--- src/rtl/machine_trap_ctrl.sv ---
// Machine-mode trap and CSR unit beside EX: Zicsr ops on the M-mode CSRs, synchronised local
// interrupts, fixed-priority trap selection and a RUN/REDIRECT FSM issuing one-cycle redirects.
module machine_trap_ctrl #(
  parameter int               XLEN        = 32,
  parameter int               NUM_IRQ     = 4,
  parameter logic [XLEN-1:0]  RESET_MTVEC = 32'h4,
  parameter bit               VECTORED_EN = 1'b1
) (
  input  logic              clk,
  input  logic              rst,
  input  logic              csr_valid,
  input  logic [2:0]        csr_funct3,
  input  logic [11:0]       csr_addr,
  input  logic [XLEN-1:0]   csr_wdata,
  input  logic              csr_src_zero,
  input  logic              ecall,
  input  logic              ebreak,
  input  logic              mret,
  input  logic              exc_instr_mis,
  input  logic              exc_load_mis,
  input  logic              exc_store_mis,
  input  logic [XLEN-1:0]   exc_addr,
  input  logic [XLEN-1:0]   pc_ex,
  input  logic              irq_ok,
  input  logic [NUM_IRQ-1:0] irq_in,
  output logic              csr_rd_en,
  output logic [XLEN-1:0]   csr_rd_dat,
  output logic              trap_take,
  output logic              mret_take,
  output logic [XLEN-1:0]   trap_addr
);

  localparam logic [11:0] ADDR_MSTATUS  = 12'h300;
  localparam logic [11:0] ADDR_MIE      = 12'h304;
  localparam logic [11:0] ADDR_MTVEC    = 12'h305;
  localparam logic [11:0] ADDR_MSCRATCH = 12'h340;
  localparam logic [11:0] ADDR_MEPC     = 12'h341;
  localparam logic [11:0] ADDR_MCAUSE   = 12'h342;
  localparam logic [11:0] ADDR_MTVAL    = 12'h343;
  localparam logic [11:0] ADDR_MIP      = 12'h344;

  typedef enum logic {ST_RUN, ST_REDIRECT} state_t;

  state_t            state_reg;
  logic              trap_take_reg;
  logic              mret_take_reg;
  logic [XLEN-1:0]   trap_addr_reg;
  logic              csr_rd_en_reg;
  logic [XLEN-1:0]   csr_rd_dat_reg;

  logic              mstatus_mie_reg;
  logic              mstatus_mpie_reg;
  logic [XLEN-1:0]   mie_reg;
  logic [XLEN-1:0]   mtvec_reg;
  logic [XLEN-1:0]   mscratch_reg;
  logic [XLEN-1:0]   mepc_reg;
  logic [XLEN-1:0]   mcause_reg;
  logic [XLEN-1:0]   mtval_reg;
  logic [NUM_IRQ-1:0] irq_sync1_reg;
  logic [NUM_IRQ-1:0] irq_sync2_reg;

  logic [XLEN-1:0]   irq_mask;
  logic [XLEN-1:0]   mip_val;
  logic [XLEN-1:0]   mstatus_val;

  // Writable interrupt-enable/pending positions: bits 16..16+NUM_IRQ-1.
  for (genvar gi = 0; gi < XLEN; gi++) begin : g_irq_mask
    assign irq_mask[gi] = (gi >= 16) && (gi < 16 + NUM_IRQ);
  end

  always_comb begin
    mip_val = '0;
    mip_val[16 +: NUM_IRQ] = irq_sync2_reg;
    mstatus_val = '0;
    mstatus_val[3]     = mstatus_mie_reg;
    mstatus_val[7]     = mstatus_mpie_reg;
    mstatus_val[12:11] = 2'b11;
  end

  // CSR read mux and address decode
  logic            addr_ok;
  logic [XLEN-1:0] csr_old;
  always_comb begin
    addr_ok = 1'b1;
    csr_old = '0;
    case (csr_addr)
      ADDR_MSTATUS:  csr_old = mstatus_val;
      ADDR_MIE:      csr_old = mie_reg;
      ADDR_MTVEC:    csr_old = mtvec_reg;
      ADDR_MSCRATCH: csr_old = mscratch_reg;
      ADDR_MEPC:     csr_old = mepc_reg;
      ADDR_MCAUSE:   csr_old = mcause_reg;
      ADDR_MTVAL:    csr_old = mtval_reg;
      ADDR_MIP:      csr_old = mip_val;
      default:       addr_ok = 1'b0;
    endcase
  end

  logic            funct3_ok;
  logic            csr_wr;
  logic [XLEN-1:0] csr_new;
  always_comb begin
    funct3_ok = (csr_funct3[1:0] != 2'b00);
    csr_wr    = (csr_funct3[1:0] == 2'b01) || !csr_src_zero;
    case (csr_funct3[1:0])
      2'b01:   csr_new = csr_wdata;
      2'b10:   csr_new = csr_old | csr_wdata;
      2'b11:   csr_new = csr_old & ~csr_wdata;
      default: csr_new = csr_old;
    endcase
  end

  logic illegal;
  assign illegal = csr_valid && !(addr_ok && funct3_ok);

  // Interrupt selection: lowest pending-and-enabled line wins.
  logic [NUM_IRQ-1:0] irq_pend;
  logic [3:0]         irq_idx;
  logic               irq_eligible;
  logic [XLEN-1:0]    irq_cause;
  always_comb begin
    irq_pend = irq_sync2_reg & mie_reg[16 +: NUM_IRQ];
    irq_idx  = '0;
    for (int i = NUM_IRQ - 1; i >= 0; i--) begin
      if (irq_pend[i]) irq_idx = 4'(i);
    end
    irq_eligible = mstatus_mie_reg && (|irq_pend) && irq_ok;
    irq_cause = '0;
    irq_cause[XLEN-1] = 1'b1;
    irq_cause[4:0]    = {1'b1, irq_idx};
  end

  logic            exc_hit;
  logic            is_irq;
  logic [XLEN-1:0] exc_code;
  logic [XLEN-1:0] exc_tval;
  always_comb begin
    exc_hit  = 1'b1;
    is_irq   = 1'b0;
    exc_code = '0;
    exc_tval = '0;
    if (exc_instr_mis) begin
      exc_tval = exc_addr;
    end else if (illegal) begin
      exc_code = XLEN'(2);
    end else if (ebreak) begin
      exc_code = XLEN'(3);
      exc_tval = pc_ex;
    end else if (exc_load_mis) begin
      exc_code = XLEN'(4);
      exc_tval = exc_addr;
    end else if (exc_store_mis) begin
      exc_code = XLEN'(6);
      exc_tval = exc_addr;
    end else if (ecall) begin
      exc_code = XLEN'(11);
    end else if (irq_eligible) begin
      exc_code = irq_cause;
      is_irq   = 1'b1;
    end else begin
      exc_hit  = 1'b0;
    end
  end

  logic run;
  logic trap_fire;
  logic mret_fire;
  logic csr_fire;
  assign run       = (state_reg == ST_RUN);
  assign trap_fire = run && exc_hit;
  assign mret_fire = run && !exc_hit && mret;
  assign csr_fire  = run && !exc_hit && !mret && csr_valid;

  logic [XLEN-1:0] mtvec_base;
  logic [XLEN-1:0] trap_target;
  assign mtvec_base  = {mtvec_reg[XLEN-1:2], 2'b00};
  assign trap_target = (is_irq && VECTORED_EN && mtvec_reg[0])
                     ? mtvec_base + XLEN'({1'b1, irq_idx, 2'b00})
                     : mtvec_base;

  always_ff @(posedge clk) begin
    if (rst) begin
      mstatus_mie_reg  <= 1'b0;
      mstatus_mpie_reg <= 1'b0;
      mie_reg          <= '0;
      mtvec_reg        <= RESET_MTVEC;
      mscratch_reg     <= '0;
      mepc_reg         <= '0;
      mcause_reg       <= '0;
      mtval_reg        <= '0;
      irq_sync1_reg    <= '0;
      irq_sync2_reg    <= '0;
    end else begin
      irq_sync1_reg <= irq_in;
      irq_sync2_reg <= irq_sync1_reg;
      if (trap_fire) begin
        mepc_reg         <= {pc_ex[XLEN-1:2], 2'b00};
        mcause_reg       <= exc_code;
        mtval_reg        <= exc_tval;
        mstatus_mpie_reg <= mstatus_mie_reg;
        mstatus_mie_reg  <= 1'b0;
      end else if (mret_fire) begin
        mstatus_mie_reg  <= mstatus_mpie_reg;
        mstatus_mpie_reg <= 1'b1;
      end else if (csr_fire && csr_wr) begin
        case (csr_addr)
          ADDR_MSTATUS: begin
            mstatus_mie_reg  <= csr_new[3];
            mstatus_mpie_reg <= csr_new[7];
          end
          ADDR_MIE:      mie_reg      <= csr_new & irq_mask;
          ADDR_MTVEC:    mtvec_reg    <= {csr_new[XLEN-1:2], 1'b0, csr_new[0] & VECTORED_EN};
          ADDR_MSCRATCH: mscratch_reg <= csr_new;
          ADDR_MEPC:     mepc_reg     <= {csr_new[XLEN-1:2], 2'b00};
          ADDR_MCAUSE:   mcause_reg   <= csr_new;
          ADDR_MTVAL:    mtval_reg    <= csr_new;
          default: ;
        endcase
      end
    end
  end

  // REDIRECT lasts one cycle and ignores all inputs while the pipe flushes.
  always_ff @(posedge clk) begin
    if (rst) begin
      state_reg      <= ST_RUN;
      trap_take_reg  <= 1'b0;
      mret_take_reg  <= 1'b0;
      trap_addr_reg  <= '0;
      csr_rd_en_reg  <= 1'b0;
      csr_rd_dat_reg <= '0;
    end else begin
      csr_rd_en_reg  <= csr_fire;
      csr_rd_dat_reg <= csr_fire ? csr_old : '0;
      case (state_reg)
        ST_RUN: begin
          if (trap_fire) begin
            state_reg     <= ST_REDIRECT;
            trap_take_reg <= 1'b1;
            mret_take_reg <= 1'b0;
            trap_addr_reg <= trap_target;
          end else if (mret_fire) begin
            state_reg     <= ST_REDIRECT;
            trap_take_reg <= 1'b0;
            mret_take_reg <= 1'b1;
            trap_addr_reg <= mepc_reg;
          end else begin
            trap_take_reg <= 1'b0;
            mret_take_reg <= 1'b0;
            trap_addr_reg <= '0;
          end
        end
        default: begin
          state_reg     <= ST_RUN;
          trap_take_reg <= 1'b0;
          mret_take_reg <= 1'b0;
          trap_addr_reg <= '0;
        end
      endcase
    end
  end

  assign csr_rd_en  = csr_rd_en_reg;
  assign csr_rd_dat = csr_rd_dat_reg;
  assign trap_take  = trap_take_reg;
  assign mret_take  = mret_take_reg;
  assign trap_addr  = trap_addr_reg;

endmodule

--- config.mk ---
export PLATFORM = sky130hd
export DESIGN_NAME = machine_trap_ctrl
export DESIGN_NICKNAME = d
export VERILOG_FILES = /design/src/rtl/machine_trap_ctrl.sv
export SDC_FILE = /design/constraint.sdc
export NUM_CORES = 1
export LEC_CHECK = 0
export ABC_AREA = 1
export BUFFER_PORTS_ARGS = -buffer_cell sky130_fd_sc_hd__buf_2
export CORE_MARGIN = 1.5
export CORE_UTILIZATION = 63
export CTS_BUF_LIST = sky130_fd_sc_hd__clkbuf_8 sky130_fd_sc_hd__clkbuf_16
export DETAILED_ROUTE_END_ITERATION = 7
export PLACE_DENSITY = 0.93
export SETUP_SLACK_MARGIN = 0.15
export SYNTH_ARGS = -nofsm -noshare
export SYNTH_HDL_FRONTEND = slang
export SYNTH_SLANG_ARGS = --single-unit
--- constraint.sdc ---
create_clock -name clk -period 6 [get_ports clk]
set_clock_uncertainty 0.1 [all_clocks]
set_input_delay 1.2 -clock clk [delete_from_list [all_inputs] [get_ports clk]]
set_output_delay 1.2 -clock clk [all_outputs]
set_load 0.03 [all_outputs]
==> Yosys cells after proc, flatten, opt, wreduce, memory -nomap -nowiden <==
Cells that the tools add are included.
{ "word_totals": {"output_inout_bits": 67, "regBits": 239, "in_bits": 126} }
{ "classes": {"n_addsub": 1, "n_bitwise": 8, "n_eq_ne": 12, "n_mux": 57, "reduce_logical": 39} }
{ "op_table": {"columns": ["cell", "count"], "rows": [
  ["two-way mux 32 bit", 27],
  ["case mux 32 bit (8 select lines)", 1],
  ["equality test 12 x 10 -> 1 bit, second input constant", 8],
  ["case mux 32 bit (3 select lines)", 1],
  ["adder 32 x 7 -> 32 bit", 1],
  ["AND 32 bit", 1],
  ["NOT 32 bit", 1],
  ["bitwise OR 32 bit", 1],
  ["two-way mux 1 bit", 24],
  ["nonzero test 2 bit", 7],
  ["two-way mux 4 bit", 3],
  ["AND reduction 4 bit", 3],
  ["logical AND 1 bit", 11],
  ["AND reduction 3 bit", 3],
  ["OR reduction 8 bit", 1],
  ["nonzero test 3 bit", 2],
  ["OR reduction 2 bit", 3],
  ["AND 4 bit", 1],
  ["equality test 2 bit, second input constant", 2],
  ["zero test 1 bit", 4],
  ["NOT 1 bit", 4],
  ["AND reduction 2 bit", 2],
  ["OR reduction 4 bit", 1],
  ["OR reduction 3 bit", 1],
  ["other kinds (4)", 4]
]} }

==> Depth between registers and ports, before layout <==
Gate-level depths: netlist of the first run.
{ "logic_depth": {"ltp_word": 19, "mapped_depth": 19, "depth_no_buf": 19} }

==> Least setup slack after synthesis of the first run <==
Ideal clock, no wire load.
{ "synth_path": {"path_type": "in2reg", "start": "input csr_addr[9]", "end": "register mepc_reg[3]", "path_buffers": 2, "arrival_time_ps": 2775, "slack_ps": 3010, "t_required_ps": 5785, "cell_stages": 19, "path_cell_list": "nand2_1 > inv_2 > nand2_1 > nor2_2 > nand2_1 > nand2_1 > nor2_1 > nand2_1 > nand2_1 > nand2_4 > nand2_4 > nand2_4 > buf_4 > buf_4 > nand2_1 > nand2_1 > nand3b_1 > nand2_1 > nor2_1"} }
{ "synth_via": {"elab_chain_len": 15, "word_cells_on_any_way": 34} }
{ "synth_lines": {"columns": ["element", "line_no", "rtl"], "rows": [
  ["start: declaration", "13", "input logic [11:0] csr_addr,"],
  ["equality test 12 x 10 -> 1 bit (on tied branches)", "86, 206", null],
  ["OR reduction 8 bit (no source line)", null, null],
  ["two-way mux 1 bit", "86", "case (csr_addr)"],
  ["logical AND 1 bit", "114", "assign illegal = csr_valid && !(addr_ok && funct3_ok);"],
  ["zero test 1 bit", "114", null],
  ["logical AND 1 bit", "114", null],
  ["two-way mux 1 bit", "144", "end else if (illegal) begin"],
  ["two-way mux 1 bit", "142", "if (exc_instr_mis) begin"],
  ["zero test 1 bit", "171, 172", null],
  ["logical AND 1 bit", "171, 172", null],
  ["logical AND 1 bit (2 in series)", "172", "assign csr_fire = run && !exc_hit && !mret && csr_valid;"],
  ["logical AND 1 bit", "205", "end else if (csr_fire && csr_wr) begin"],
  ["nonzero test 2 bit (no source line)", null, null],
  ["AND reduction 3 bit (no source line)", null, null],
  ["end signal: assignment", "197", "mepc_reg <= {pc_ex[XLEN-1:2], 2'b00};"],
  ["end signal: assignment", "214", "ADDR_MEPC: mepc_reg <= {csr_new[XLEN-1:2], 2'b00};"],
  ["end: declaration", "56", "logic [XLEN-1:0] mepc_reg;"]
]} }
Parallel ways exist; a longest one is shown, timed or not. The select of a mux whose other input is x is not followed.
A chain may end at the register's enable or synchronous reset.

==> Worst setup path after layout of the first run <==
{ "layout_path": {"start": "input csr_addr[5]", "end": "register mtvec_reg[25]"} }
{ "layout_via": {"elab_chain_len": 14, "word_cells_on_any_way": 29} }
{ "layout_lines": {"columns": ["element", "line_no", "rtl"], "rows": [
  ["equality test 12 x 10 -> 1 bit (on tied branches)", "86, 206", null],
  ["OR reduction 8 bit (no source line)", null, null],
  ["two-way mux 1 bit", "86", null],
  ["logical AND 1 bit", "114", null],
  ["zero test 1 bit", "114", null],
  ["logical AND 1 bit", "114", null],
  ["two-way mux 1 bit", "144", null],
  ["two-way mux 1 bit", "142", null],
  ["zero test 1 bit", "171, 172", null],
  ["logical AND 1 bit", "171, 172", null],
  ["logical AND 1 bit (2 in series)", "172", null],
  ["logical AND 1 bit", "205", null],
  ["AND reduction 4 bit (no source line)", null, null],
  ["end signal: assignment", "212", "ADDR_MTVEC: mtvec_reg <= {csr_new[XLEN-1:2], 1'b0, csr_new[0] & VECTORED_EN};"],
  ["end: declaration", "54", "logic [XLEN-1:0] mtvec_reg;"]
]} }
Parallel ways exist; a longest one is shown, timed or not.

==> results of run 1 <==
-- kinds of logic after synthesis --
| family | count (synthesis) |
|---|---|
| adders and majority gates | 3 |
| other | 1 |
| AOI/OAI and AO/OA | 426 |
| buffers and inverters | 326 |
| and+or+nand+nor | 1158 |
| DFF | 237 |
| xor gates and xnor gates | 2 |
-- final cells by class --
class,instances,area (sq um),share of cell area
clock inverter,12,118,0.00789
inverter,190,714,0.0479
clock buffer,32,722,0.0484
timing repair buffer,217,1180,0.0792
sequential,237,4740,0.318
multi-input combinational,1591,7090,0.475
tap,270,338,0.0227
-- metal layers --
layer | up-vias | GRT usage | share of wire
li1 | 7115 | - | -
met1 | 6502 | 0.539 | 0.39
met2 | 1197 | 0.562 | 0.40
met3 | 190 | 0.128 | 0.16
met4 | 0 | 0.172 | 0.050
met5 | - | 0 | 0
-- power by group --
group	total, mW	internal [mW]	switching, mW
logic	0.656	0.213	0.443
clock network	1.58	0.930	0.646
registers	1.73	1.66	0.0644
-- cells in the mapped netlist (all sizes together), types with 3 or more instances --
cell / number / area share
nor4: 5 / 0.0024
nand3: 149 / 0.057
dfxtp: 237 / 0.36
nand2: 619 / 0.18
a21oi: 185 / 0.070
nor3: 20 / 0.0076
buf: 70 / 0.030
inv: 189 / 0.054
o21ai: 215 / 0.082
o21bai: 3 / 0.0017
nand3b: 32 / 0.018
nand4: 19 / 0.010
o22ai: 12 / 0.0057
clkbuf: 66 / 0.019
nor2: 312 / 0.091
-- cell usage in the layout (no fill, tap or decap), types with 4 or more instances in the layout --
master and n:
inv_2 5, clkbuf_8 7, nand2_1 613, nand4_1 18, clkbuf_16 25, nand3b_1 32
buf_2 189, nor2_1 307, a21oi_1 185, buf_4 26, o21ai_1 8, o21ai_0 206
o22ai_1 12, clkinv_2 4, nand3_1 149, dfxtp_1 237, inv_1 186, nor3_1 20
nand2_4 4, nor4_1 5
-- metrics by stage --
stage	hold slack [ns]	util	instance area, sq um	std cells	setup slack, ns
6_report	0.311	0.732	14900	2549	1.56
5_1_grt	0.332	0.732	14900	2549	1.35
4_1_cts	0.316	0.732	14900	2549	1.71
3_5_place_dp	0.296	0.691	14100	2505	1.18
3_3_place_gp	0.296	0.691	14100	2505	1.25
2_1_floorplan	0.288	-	13200	2154	3.01
-- final timing paths --
path	depth (start not counted)	to	startpoint	slack [ns]
max	16	mtvec_reg[25]	csr_addr[5]	1.56
min	2	irq_sync2_reg[3]	irq_sync1_reg[3]	0.31
max reg2reg	18	trap_addr[22]	mie_reg[18]	2.02
min reg2reg	2	irq_sync2_reg[3]	irq_sync1_reg[3]	0.31
-- critical path: cells and delay by family --
kind | cells | cell delay (ns)
AND/OR/NAND/NOR | 13 | 2.53
AO/OA/AOI/OAI | 1 | 0.48
buffers and inverters | 2 | 0.52
==> flow_metrics.py, run 1 <==
metrics = {
    "setup_path": {
        "timing_worst_setup_path_type": "in2reg",
        "worst_ep_required_time_ns": 6.32,
        "path_max_fanout": 49,
        "worst_path_max_delay_cell": "nand2_1",
        "crit_top_cell": "nand2_1",
        "setup.worst_path.end_class": "flip-flop",
        "crit_chain": "buf_2 > nor2_1 > nand2_1 > nor2_2 > nand2_1 > nand2_1 > nor2_1 > nand2_1 > nand2_1 > nand2_4 > buf_4 > nand4_4 > nor2_4 > nand2_1 > o21ai_0 > nor2_1",
        "worstPathArrival_ns": 4.76,
        "critPathLaunchType": "input pin",
        "critical-path-max-stage-delay_ns": 0.78,
    },
    "layout": {
        "filler_cell_count": 1699,
        "antenna_cells_inserted": 0,
        "synthToLayoutAreaGrowth_pct": 13.2,
        "finalNetCount": 2390,
        "post_route_cells_drive_above_1_share": 0.122,
    },
    "global_routing": {
        "grt_antenna_before_repair": 0,
        "grt_start_max_net_pins": 127,
        "grt-ovfl-total": 0,
        "grt_pass1_wl_um": 68000,
        "track_usage": 0.393,
        "vias_in_the_first_global_route": 13000,
    },
    "clock_tree": {
        "postCtsResizedCells": 0,
        "clock_latency_ns": 0.53,
        "clk_path_buf_depth": 3,
        "htreeDepth": 1,
        "cts.sink_count": 237,
        "cts_made_buffers": 24,
        "cts-root-buf": "clkbuf_16",
        "post_cts_hold_buffer_count": 0,
        "cts.reportedPaths.clkPinSlew_ns": 0.06,
        "post-cts-setup-buffers": 0,
        "tritoncts": "built",
    },
    "sta": {
        "fin_crit_sh": 0.740,
        "timing.final.crit_period_ns": 4.44,
        "rsz0062_at_grt": "no",
        "setup_viol": 0,
        "slew_viol_final": 0,
        "final_hold_viol_count": 0,
        "slew_headroom": 0.0784,
        "timing.setup.tns_ns": 0,
        "clock.fmax_mhz": 225,
        "worst_pin_slew_ns": 1.38,
    },
    "yosys": {
        "synth_area_in_simple_gates": 0.366,
        "ys_dominant_reg_cell": "dfxtp_1",
        "yosysSeqAreaShare": 0.360,
        "main_combinational_cell_family_by_area_after_synthesis": "simple AND/OR/NAND/NOR gates",
        "post_synthesis_cell_count": 2153,
        "post_synth_num_cell_types": 39,
        "yosys_warnings": 0,
        "synth-edff-count": 0,
        "post_synth_instance_area_sq_um": 13200,
        "portion_of_netlist_area_occupied_by_mux_cells": 0,
        "postSynth.asyncResetShare": 0,
        "synthAdderAreaFrac": 0.00342,
        "synth_compound_gate_area_share": 0.166,
        "postSynthAreaPerCell_sq_um": 6.12,
        "synth.ff_latch_count": 237,
        "synth-xor-area-share": 0.00133,
    },
    "routing": {
        "routed_wirelength_um": 44200,
        "routed-via-count": 15000,
        "detail_route.wl_per_cell_um": 17.4,
        "detail_route.iter0.violations": 2727,
        "remaining_drc_errors": 0,
        "ant_nets": 0,
        "vias_per_cell": 5.89,
        "drt_pass1_iterations": 8,
    },
    "floorplanning": {
        "floorplan.rows": 52,
        "die_width_um": 148,
        "core_sq_um": 20400,
        "floorplan.die_area_sq_um": 21800,
        "fp.dieH_um": 148,
        "initial_cell_density_of_the_core": 0.647,
        "i_o_pin_cnt": 193,
    },
    "power_and_ir_drop": {
        "p_leak_nw": 7.02,
        "power_mw": 3.96,
        "vdd_drop_max_v": 0.000145,
        "power_per_cell_area_nw_per_um2": 266,
    },
    "worst_hold_path": {
        "holdCritPathClass": "reg2reg",
    },
    "place": {
        "portBuffers": 189,
        "place.gp.congestion": 1.02,
        "post-dp-hpwl_um": 30300,
    },
    "job": {
        "cap_viol_max_count": 0,
    },
    "status": {
        "outcome": "completed",
    },
}
(Power assumes the default switching activity.)
==> run 2: changes to the inputs <==
--- a/config.mk
+++ b/config.mk
@@ -5,13 +5,13 @@
 export SDC_FILE = /design/constraint.sdc
 export NUM_CORES = 1
 export LEC_CHECK = 0
-export ABC_AREA = 1
+export ABC_AREA = 0
 export BUFFER_PORTS_ARGS = -buffer_cell sky130_fd_sc_hd__buf_2
 export CORE_MARGIN = 1.5
-export CORE_UTILIZATION = 63
+export CORE_UTILIZATION = 57
 export CTS_BUF_LIST = sky130_fd_sc_hd__clkbuf_8 sky130_fd_sc_hd__clkbuf_16
 export DETAILED_ROUTE_END_ITERATION = 7
-export PLACE_DENSITY = 0.93
+export PLACE_DENSITY = 0.86
 export SETUP_SLACK_MARGIN = 0.15
 export SYNTH_ARGS = -nofsm -noshare
 export SYNTH_HDL_FRONTEND = slang
==> constraint.sdc (replaced) <==
create_clock -name clk -period 4.3 [get_ports clk]
set_clock_uncertainty 0.1 [all_clocks]
set_input_delay 0.86 -clock clk [delete_from_list [all_inputs] [get_ports clk]]
set_output_delay 0.86 -clock clk [all_outputs]
set_load 0.03 [all_outputs]
==> flow_metrics.py, run 2 <==
metrics = {
    "layout": {
        "commonest_non_fill_non_tap_cells_in_the_layout": "237 x dfxtp_1, 188 x buf_2, 187 x nand2_1",
        "final_util": 0.694,
        "filler_cell_count": 1701,
        "mostFrequentLayoutCell": "dfxtp_1",
        "final-instance-count-excl-fill": 1908,
        "multi_input_logic_area_sq_um": 6870,
        "layout.area.seq_sq_um": 4740,
        "finalNetCount": 1741,
        "synthToLayoutAreaGrowth_pct": 19.5,
        "post_route_cells_drive_above_1_share": 0.232,
        "final_cell_area_sq_um": 14500,
    },
    "floorplanning": {
        "core_sq_um": 21000,
        "initial_cell_density_of_the_core": 0.580,
        "fp.dieH_um": 149,
        "i_o_pin_cnt": 193,
        "floorplan.die_area_sq_um": 22200,
        "floorplan.rows": 53,
        "die_width_um": 149,
    },
    "power_and_ir_drop": {
        "vdd_drop_max_v": 0.000237,
        "power_frac_clock": 0.458,
        "internal-power_mw": 3.96,
        "p_leak_nw": 5.48,
        "power.switching_mw": 1.39,
        "power.share.switching": 0.260,
        "power_mw": 5.35,
        "seqPwrFrac": 0.432,
        "power.combinational.fraction": 0.110,
        "power_per_cell_area_nw_per_um2": 368,
    },
    "setup_path": {
        "reg2reg_setup_slack_ns": 0.88,
        "worst_ep_required_time_ns": 4.68,
        "setup.worst_path.end_class": "flip-flop",
        "worst_path_max_delay_cell": "nor4_2",
        "crit_reg_reg_startpoint": "irq_sync2_reg[2]",
        "timing_worst_setup_path_type": "in2reg",
        "worst-path-buf-inv": 2,
        "critical-path-max-stage-delay_ns": 0.85,
        "critical_path.top_delay_family": "simple AND/OR/NAND/NOR gates",
        "critPathLaunchType": "input pin",
        "crit_chain": "buf_2 > or3_1 > o41ai_4 > nand4_2 > nor4_2 > buf_4 > a22o_1",
        "rr_endpoint": "mcause_reg[12]",
        "path_max_fanout": 12,
        "worstPathArrival_ns": 3.96,
        "r2r_cells": 6,
    },
    "global_routing": {
        "vias_in_the_first_global_route": 12000,
        "grt-ovfl-total": 0,
        "grt_start_max_net_pins": 85,
        "track_usage": 0.412,
        "grt_antenna_before_repair": 1,
        "grt_pass1_wl_um": 69500,
    },
    "yosys": {
        "post_synth_instance_area_sq_um": 12200,
        "postSynth.asyncResetShare": 0,
        "yosys.cell_count.top_type": "dfxtp_1",
        "yosys_warnings": 0,
        "post_synth_main_area_contributors": "dfxtp_1 39%, nand2_1 5.8%, a211oi_1 4.3%, nor2_1 4.0%, a22o_1 4.0%",
        "synth_largest_type_area_fraction": 0.390,
        "synth-edff-count": 0,
        "ys_dominant_reg_cell": "dfxtp_1",
        "post_synth_num_cell_types": 73,
        "synth_top_area_cell": "dfxtp_1",
        "synth.ff_latch_count": 237,
        "postSynthAreaPerCell_sq_um": 8.42,
        "post_synthesis_cell_count": 1445,
        "synthTopCellsByCount": "237 x dfxtp_1, 187 x nand2_1, 131 x nor2_1",
        "yosysSeqAreaShare": 0.390,
    },
    "routing": {
        "remaining_drc_errors": 0,
        "detail_route.wl_per_cell_um": 24.5,
        "routed-via-count": 13000,
        "routed_wirelength_um": 46700,
        "drt_pass1_iterations": 7,
        "vias_per_cell": 6.83,
        "detail_route.iter0.violations": 2048,
        "ant_nets": 0,
    },
    "sta": {
        "timing.setup.tns_ns": 0,
        "worst_pin_slew_ns": 1.00,
        "timing.final.crit_period_ns": 3.58,
        "rsz0062_at_grt": "no",
        "slew_headroom": 0.330,
        "final_hold_viol_count": 0,
        "finalWorstSetupSlack_ns": 0.719,
        "slew_viol_final": 0,
        "hold-worst-slack_ns": 0.351,
        "clock.fmax_mhz": 279,
        "setup_viol": 0,
        "fin_crit_sh": 0.833,
    },
    "clock_tree": {
        "cts_made_buffers": 25,
        "postCtsResizedCells": 0,
        "post-cts-setup-buffers": 0,
        "cts-root-buf": "clkbuf_16",
        "clk_path_buf_depth": 3,
        "post_cts_hold_buffer_count": 0,
        "tritoncts": "built",
        "clock_latency_ns": 0.54,
        "htreeDepth": 1,
        "cts.reportedPaths.clkPinSlew_ns": 0.07,
        "cts.sink_count": 237,
    },
    "worst_hold_path": {
        "hp-start": "mscratch_reg[12]",
        "whs_path_depth": 2,
        "whs_endpoint": "mscratch_reg[12]",
        "holdCritPathClass": "reg2reg",
    },
    "job": {
        "cap_viol_max_count": 0,
    },
    "place": {
        "placement.cell_area_sq_um": 13600,
        "post-dp-hpwl_um": 33000,
        "portBuffers": 189,
        "dp.cells": 1860,
        "place.gp.congestion": 0.990,
        "dpl_worst_slack_ns": 0.336,
    },
    "status": {
        "outcome": "completed",
    },
}
-- run 2: worst max-delay path by stage --
stage | slack [ns] | endpoint | from | cells after the start
finish | 0.72 | mcause_reg[12] | csr_addr[5] | 7
global route | 0.68 | mcause_reg[12] | csr_addr[5] | 7
CTS | 0.86 | mcause_reg[12] | csr_addr[5] | 7
detailed placement | 0.34 | mcause_reg[7] | csr_addr[5] | 7
global placement | 0.40 | mtvec_reg[16] | csr_addr[5] | 7
floorplan | 1.14 | trap_addr[17] | csr_addr[5] | 8
-- run 2: final cells by class --
class,count,share of cell area
Inverter,22,0.00568
Timing Repair Buffer,266,0.107
Tap cell,275,0.0237
Clock inverter,17,0.0174
Sequential cell,237,0.326
Multi-Input combinational cell,1060,0.473
Antenna cell,2,0.000344
Clock buffer,29,0.0468
-- run 2: metal layers --
metal / share of wire / GRT usage / vias to the layer above / routed length (um)
met5: 0.00019 / 0 / - / 9
met4: 0.041 / 0.158 / 2 / 1920
met3: 0.17 / 0.141 / 163 / 7950
met2: 0.41 / 0.586 / 1091 / 19000
met1: 0.38 / 0.572 / 6091 / 17900
li1: - / - / 5679 / -
-- run 2: cells by family (layout without fill, tap and decap cells) --
logic type,Yosys count,after routing,synth area share
AOI/OAI and AO/OA,461,461,0.274
buffers and inverters,149,334,0.0499
other,1,4,0.000308
muxes,49,49,0.0554
and+or+nand+nor,510,510,0.201
DFF,237,237,0.390
xor gates and xnor gates,35,35,0.0252
adders and majority gates,3,3,0.00370
-- run 2: power groups by stage --
stage	clock (mW)	combinational (mW)	sequential, mW
floorplan	0	0.332	2.32
global placement	0	0.548	2.35
detailed placement	0	0.560	2.35
CTS	2.44	0.564	2.30
global route	2.53	0.622	2.31
finish	2.45	0.590	2.31
-- run 2: worst register-to-register path, cell delays in order, from the launching register on --
cell,delay [ns]
dfxtp_1,0.34
a22o_1,0.29
o21ai_1,0.78
nand4_2,0.50
nor4_2,0.86
buf_4,0.34
a22o_1,0.16
